===== config.mk =====
export PLATFORM = sky130hd
export DESIGN_NAME = fifo_uart_word_tx
export DESIGN_NICKNAME = d
export VERILOG_FILES = /design/src/rtl/fifo_uart_word_tx.sv
export SDC_FILE = /design/constraint.sdc
export NUM_CORES = 1
export LEC_CHECK = 0
export CAP_MARGIN = 40
export CORE_ASPECT_RATIO = 0.9
export CORE_MARGIN = 2
export CORE_UTILIZATION = 45
export CTS_BUF_LIST = sky130_fd_sc_hd__clkbuf_4
export CTS_CLUSTER_SIZE = 12
export DETAILED_ROUTE_END_ITERATION = 7
export GPL_ROUTABILITY_DRIVEN = 0
export PLACE_DENSITY = 0.67
export SLEW_MARGIN = 5
export SYNTH_ARGS = -nofsm -noshare
export SYNTH_HDL_FRONTEND = slang
export SYNTH_SLANG_ARGS = --single-unit

===== constraint.sdc =====
create_clock -name clk -period 2.6 [get_ports clk]
set_clock_uncertainty 0.05 [all_clocks]
set_input_delay 0.78 -clock clk [delete_from_list [all_inputs] [get_ports clk]]
set_output_delay 0.78 -clock clk [all_outputs]
set_load 0.1 [all_outputs]

===== src/rtl/fifo_uart_word_tx.sv =====
// Pops 32-bit words from a show-ahead FIFO and sends each one as four 8N1 UART
// bytes, with no idle gap between the bytes of a word.
module fifo_uart_word_tx #(
  parameter int CLKS_PER_BIT   = 868,
  parameter bit MSB_BYTE_FIRST = 1'b1
) (
  input  logic        clk,
  input  logic        rst,
  input  logic        enable,
  input  logic        fifo_empty,
  input  logic [31:0] fifo_rd_data,
  output logic        fifo_rd_en,
  output logic        tx,
  output logic        busy,
  output logic        word_done
);

  localparam int BAUD_W = (CLKS_PER_BIT > 1) ? $clog2(CLKS_PER_BIT) : 1;
  localparam logic [BAUD_W-1:0] BAUD_LAST = BAUD_W'(CLKS_PER_BIT - 1);

  typedef enum logic [1:0] {IDLE, START, DATA, STOP} state_t;

  state_t            state;
  logic [31:0]       word_q;
  logic [6:0]        shift_q;
  logic [BAUD_W-1:0] baud_cnt;
  logic [2:0]        bit_idx;
  logic [1:0]        byte_idx;
  logic              bit_end;
  logic [7:0]        cur_byte;

  // Byte lane for the byte_idx-th byte on the wire.
  function automatic logic [7:0] pick_byte(input logic [31:0] w, input logic [1:0] idx);
    logic [1:0] lane;
    lane = MSB_BYTE_FIRST ? (2'd3 - idx) : idx;
    case (lane)
      2'd0:    return w[7:0];
      2'd1:    return w[15:8];
      2'd2:    return w[23:16];
      default: return w[31:24];
    endcase
  endfunction

  // Reset gates the pop so a word is never lost while the block is held in reset.
  assign fifo_rd_en = !rst && (state == IDLE) && enable && !fifo_empty;
  assign bit_end    = (baud_cnt == BAUD_LAST);
  assign cur_byte   = pick_byte(word_q, byte_idx);

  always_ff @(posedge clk or posedge rst) begin
    if (rst) begin
      state     <= IDLE;
      word_q    <= '0;
      shift_q   <= '0;
      baud_cnt  <= '0;
      bit_idx   <= '0;
      byte_idx  <= '0;
      tx        <= 1'b1;
      busy      <= 1'b0;
      word_done <= 1'b0;
    end else begin
      word_done <= 1'b0;
      if (state != IDLE) begin
        baud_cnt <= bit_end ? '0 : baud_cnt + BAUD_W'(1);
      end
      case (state)
        IDLE: begin
          if (fifo_rd_en) begin
            word_q   <= fifo_rd_data;
            byte_idx <= '0;
            baud_cnt <= '0;
            tx       <= 1'b0;
            busy     <= 1'b1;
            state    <= START;
          end
        end
        START: begin
          if (bit_end) begin
            // bit 0 goes straight to the line; shift_q keeps the remaining seven
            tx      <= cur_byte[0];
            shift_q <= cur_byte[7:1];
            bit_idx <= '0;
            state   <= DATA;
          end
        end
        DATA: begin
          if (bit_end) begin
            if (bit_idx == 3'd7) begin
              tx    <= 1'b1;
              state <= STOP;
            end else begin
              tx      <= shift_q[0];
              shift_q <= {1'b0, shift_q[6:1]};
              bit_idx <= bit_idx + 3'd1;
            end
          end
        end
        STOP: begin
          if (bit_end) begin
            if (byte_idx == 2'd3) begin
              busy      <= 1'b0;
              word_done <= 1'b1;
              state     <= IDLE;
            end else begin
              byte_idx <= byte_idx + 2'd1;
              tx       <= 1'b0;
              state    <= START;
            end
          end
        end
        default: state <= IDLE;
      endcase
    end
  end

endmodule

==> results of run 1 <==
area by class of cell:
type / instances / area [sq um] / area share [%]
clock buffers: 9 / 67.56 / 1.834
clock inverters: 6 / 33.78 / 0.9168
inverters: 22 / 82.58 / 2.241
multi-input cells: 182 / 1386 / 37.62
flip-flops and latches: 59 / 1478 / 40.10
well taps: 90 / 112.6 / 3.056
repair buffers: 55 / 524.3 / 14.23
layer usage:
metal  global-route usage (%)  share of wire, %
met1                    26.59                50
met3                    4.587               2.9
met2                    29.17                46
met4                    7.385               1.9
met5                        0                 0
cell families (layout without fill, tap and decap cells):
group,after synthesis,after routing,share of synthesized area [%]
AO/OA/AOI/OAI,66,66,15.32
AND/OR/NAND/NOR,65,65,10.90
flip-flops,59,59,49.31
multiplexers,39,39,14.61
buffers and inverters,35,92,4.843
adder cells (fa/ha/maj),12,12,5.010
through the flow:
stage / hold slack (ns) / setup TNS, ns / utilization, %
floorplan: 0.4296 / 0 / -
global placement: 0.4405 / -3.972 / 54.93
detailed placement: 0.4453 / -4.132 / 54.93
CTS: 0.4569 / 0 / 56.51
global route: 0.4786 / 0 / 56.55
finish: 0.4581 / 0 / 56.55
synth_stat cells, types with 2 or more instances:
cell type  number
o21ai_0        26
a31oi_1         2
or3_1           2
dfrtp_1        58
nand2b_1        2
ha_1           12
a22oi_1         2
nor3_1          4
clkbuf_1       11
and2_1          2
a211o_1         2
o211ai_1        4
inv_1          22
a21oi_1         7
nand2_1        27
nand3_1         4
nand3b_1        3
nand4_1         2
o2bb2ai_1       2
mux2_2         38
a222oi_1        7
nor4_1          4
nor2_1          9
state kept, by name, summed over array words and instances (netlist names), 2 cells and up:
| register | cells |
|---|---|
| byte_idx | 2 |
| baud_cnt | 10 |
| state | 2 |
| word_q | 32 |
| shift_q | 7 |
| bit_idx | 3 |
worst max-delay path, cell delays in order:
cell and delay, ns:
clkdlybuf4s15_1 0.16, or3b_4 0.41, nor2_4 0.17, buf_12 0.19
repair_timing:
action                                  in CTS  in global routing
endpoints found under the setup margin       1                  2
gates resized for setup                      6                  2
gates cloned                                 0                  0
hold buffers                                 0                  0
pin swaps                                    2                  0
report_power, final:
| part | switching, mW | leakage, nW | total, mW | internal (mW) |
|---|---|---|---|---|
| Clock | 0.349 | 0.0550 | 0.531 | 0.182 |
| Sequential | 0.00643 | 0.737 | 0.937 | 0.931 |
| Combinational | 0.0362 | 0.872 | 0.100 | 0.0640 |
| Total | 0.391 | 1.66 | 1.57 | 1.18 |
path summary, 6_finish.rpt:
check                                 start         end  slack (ns)  depth (start not counted)
worst max-delay path             fifo_empty  fifo_rd_en        0.05                          4
worst min-delay path                    rst  word_q[30]        0.46                          3
worst max register to register  baud_cnt[0]  shift_q[3]        0.13                          6
worst min register to register   word_q[31]  word_q[31]        0.47                          1
max in group asynchronous               rst          tx        1.43                          4
min in group clk                 word_q[31]  word_q[31]        0.47                          1
==> flow_summary.json, run 1 <==
{
  "status": "complete, no violations",
  "cp.arrival_ns": 1.72,
  "hold_viol_final": 0,
  "worstPathRequired_ns": 1.77,
  "place.port_buffers": 39,
  "synth_area_per_cell_sq_um": 10.86,
  "crit_type": "primary input to output port",
  "hpwl_um": 4561,
  "grt_usage_pct": 19.06,
  "overflow": 0,
  "final_antenna_net_count": 0,
  "syn_to_final_growth_pct": 22.96,
  "synthesis.nets": 324,
  "period_needed_ns": 2.551,
  "layout_commonest_cell": "dfrtp_1",
  "synth_area_leaders": "dfrtp_1 (48%), mux2_2 (14%), ha_1 (5.0%)",
  "post-cts-setup-buffers": 0,
  "core_sq_um": 6516,
  "tightest_slew_ns": 0.5177,
  "start_kind": "primary input",
  "clkLatencyLatePin_ns": 0.41,
  "dieArea_sq_um": 7329,
  "async_reset_ff_share_pct": 100.0,
  "dp_cells": 408,
  "start_util_pct": 45.99,
  "synth_top_area_share_pct": 48.43,
  "critPathCaptureType": "output port",
  "most-common-layout-cells": "dfrtp_1 (58), mux2_2 (38), clkdlybuf4s50_1 (32)",
  "drtIter0Drc": 168,
  "cts_root_buffer": "clkbuf_4",
  "clock.fmax_mhz": 392.0,
  "setup_violations": 0,
  "postSynthCellCount": 276,
  "grt_pass1_wl_um": 10770,
  "fin_total_pwr_mw": 1.569,
  "ys_ff_latch": 59,
  "ir_worst_vdd_mv": 0.3932,
  "design_area_sq_um": 3685,
  "routed-via-count": 2254,
  "grt_max_degree": 47,
  "max-cap-violations": 0,
  "drive_above_1_share_pct": 25.23,
  "syn_area_sq_um": 2997,
  "pre_cts_ws_ns": -0.2326,
  "clkSlewWorstSetupHoldPaths_ns": 0.11,
  "clockBufferDepth": 2,
  "drv_slew": 0,
  "rows": 28,
  "synth_top_area_cell": "dfrtp_1",
  "wire_per_inst_um": 15.14,
  "min_path_type": "primary input to asynchronous set/reset pin",
  "clock-sinks": 59,
  "die_h_um": 81.42,
  "placed_area_sq_um": 3580,
  "drt_pass1_iterations": 4,
  "fin_ws_ns": 0.04882,
  "cts_tree": "built",
  "yosysWarnings": 0,
  "die_x_um": 90.02,
  "wl_um": 6405,
  "leakagePower_nw": 1.664,
  "grt_pass1_vias": 2223,
  "diodes": 0,
  "antenna_found_initial": 0,
  "rsz0062_at_grt": "no",
  "period_share_pct": 98.12,
  "synthDistinctLibCells": 47,
  "cts_buffers": 9,
  "routed_via_density": 5.329,
  "nets": 377,
  "ios": 40,
  "slew-limit-headroom_pct": 65.49,
  "fin_cells": 423,
  "fillerInstances": 583,
  "path_max_fanout": 2,
  "synth_edf_count": 0,
  "power_density_nw_per_um2": 425.7,
  "ys_seq_area_share_pct": 49.31,
  "ys.flop_type": "dfrtp_1",
  "htreeDepth": 3,
  "post-route-drc-count": 0
}
Note: power is estimated with default switching activity, not from simulation.
==> inputs of run 2 (changes only) <==
--- a/config.mk
+++ b/config.mk
@@ -13,6 +13,7 @@
 export CTS_CLUSTER_SIZE = 12
 export DETAILED_ROUTE_END_ITERATION = 7
 export GPL_ROUTABILITY_DRIVEN = 0
+export HOLD_SLACK_MARGIN = 0.03
 export PLACE_DENSITY = 0.67
 export SLEW_MARGIN = 5
 export SYNTH_ARGS = -nofsm -noshare
==> results of run 2 <==
The final DEF is identical to that of run 1; final timing and power are the same.
==> inputs of run 3 (changes only) <==
--- a/config.mk
+++ b/config.mk
@@ -14,7 +14,7 @@
 export DETAILED_ROUTE_END_ITERATION = 7
 export GPL_ROUTABILITY_DRIVEN = 0
 export HOLD_SLACK_MARGIN = 0.03
-export PLACE_DENSITY = 0.67
+export PLACE_DENSITY = 0.64
 export SLEW_MARGIN = 5
 export SYNTH_ARGS = -nofsm -noshare
 export SYNTH_HDL_FRONTEND = slang
==> flow_summary.json, run 3 (same netlist as run 1, synthesis figures left out) <==
{
  "grt_pass1_wl_um": 10740,
  "power_frac_seq_pct": 53.1,
  "hold_viol_final": 0,
  "fin_util_pct": 57.35,
  "max-cap-violations": 0,
  "clkSlewWorstSetupHoldPaths_ns": 0.10,
  "rsz0062_at_grt": "no",
  "diodes": 0,
  "setup_violations": 0,
  "wire_per_inst_um": 15.04,
  "fillerInstances": 608,
  "switching_share_pct": 21.34,
  "drt_pass1_iterations": 4,
  "tightest_slew_ns": 0.4693,
  "antenna_found_initial": 0,
  "regMostFlops": "word_q",
  "period_needed_ns": 2.552,
  "cts_buffers": 9,
  "drtIter0Drc": 84,
  "start_kind": "primary input",
  "path_max_fanout": 2,
  "critPathCaptureType": "output port",
  "cts_hold_buf": 0,
  "hpwl_um": 4499,
  "power_density_nw_per_um2": 472.2,
  "core_sq_um": 6516,
  "crit_type": "primary input to output port",
  "cp_top_family": "simple AND/OR/NAND/NOR gates",
  "cp_num_buf_inv": 2,
  "grt_usage_pct": 18.86,
  "clockBufferDepth": 2,
  "ir_worst_vdd_mv": 0.3249,
  "dieArea_sq_um": 7329,
  "drv_slew": 0,
  "comb_power_share_pct": 5.7,
  "syn_to_final_growth_pct": 24.72,
  "cts_root_buffer": "clkbuf_4",
  "fin_hold_ws_ns": 0.4647,
  "cp.arrival_ns": 1.72,
  "status": "complete, no violations",
  "reg_top3": "word_q: 32 flops, baud_cnt: 10 flops, shift_q: 7 flops",
  "grt_max_degree": 46,
  "clock-sinks": 59,
  "cts_tree": "built",
  "final_antenna_net_count": 0,
  "clkLatencyLatePin_ns": 0.39,
  "period_share_pct": 98.15,
  "p_int_mw": 1.388,
  "post-cts-setup-buffers": 0,
  "post-route-drc-count": 0,
  "grt_pass1_vias": 2228,
  "die_x_um": 90.02,
  "routed_via_density": 5.297,
  "overflow": 0,
  "place.port_buffers": 39,
  "min_path_type": "flip-flop to flip-flop",
  "rows": 28,
  "most-common-layout-cells": "dfrtp_1 (57), mux2_2 (38), clkdlybuf4s50_1 (32)",
  "clock.fmax_mhz": 391.9,
  "crit_chain": "clkdlybuf4s15_1 > or3b_4 > nor2_4 > buf_12",
  "worstPathRequired_ns": 1.77,
  "start_util_pct": 45.99,
  "critPathMaxStageDelay_ns": 0.41,
  "wl_um": 6375,
  "largest_reg_flops": 32,
  "slew-limit-headroom_pct": 68.72,
  "routed-via-count": 2246,
  "die_h_um": 81.42,
  "nets": 377,
  "htreeDepth": 3,
  "fin_total_pwr_mw": 1.765,
  "clkPwrFrac_pct": 41.2,
  "crit_path_top_delay_cell": "or3b_4",
  "ios": 40,
  "drive_above_1_share_pct": 25.45,
  "layout_commonest_cell": "dfrtp_1",
  "leakagePower_nw": 1.689,
  "p_switching_mw": 0.3766
}
==> run 3: per-stage QoR <==
| stage | setup WS (ns) | setup TNS, ns | area [sq um] | instances |
|---|---|---|---|---|
| floorplan | 0.01044 | 0 | 3007 | 276 |
| global placement | -0.2309 | -4.672 | 3580 | 408 |
| detailed placement | -0.2330 | -4.727 | 3580 | 408 |
| CTS | 0.02602 | 0 | 3736 | 424 |
| global route | 0.02115 | 0 | 3737 | 424 |
| finish | 0.04807 | 0 | 3737 | 424 |
==> run 3: metal layers <==
layer,GRT usage [%],part of all wire (%)
met5,0,0
met2,29.92,45
met1,25.97,50
met4,3.846,0.78
met3,5.872,3.9
==> run 3: worst paths after layout <==
| path | start | to | slack, ns | depth (start not counted) |
|---|---|---|---|---|
| hold reg to reg | word_q[4] | word_q[4] | 0.46 | 1 |
| setup / recovery | fifo_empty | fifo_rd_en | 0.05 | 4 |
| max in group asynchronous | rst | tx | 1.40 | 4 |
| setup reg to reg | baud_cnt[0] | shift_q[4] | 0.13 | 6 |
| min in group asynchronous | rst | word_done | 0.49 | 3 |
| hold / removal | word_q[4] | word_q[4] | 0.46 | 1 |
==> run 3: cell type report <==
class                      instances  area [sq um]  area share, %
sequential                        59          1479          39.57
multi-input combinational        182          1384          37.03
timing repair buffer              55         524.3          14.03
tap                               90         112.6          3.013
inverter                          22         82.58          2.210
clock inverter                     6         80.08          2.143
clock buffer                      10         75.07          2.009
==> run 3: what timing repair did <==
item	4_1_cts	5_1_grt
pin swaps	2	1
endpoints found under the setup margin	1	1
resized for setup	6	3
==> run 3: power by group through the flow <==
stage	Clock (mW)	Sequential (mW)	Combinational [mW]
3_3_place_gp	0	0.955	0.103
4_1_cts	0.751	0.937	0.103
2_1_floorplan	0	0.953	0.0335
3_5_place_dp	0	0.955	0.103
6_report	0.727	0.937	0.100
5_1_grt	0.797	0.940	0.111
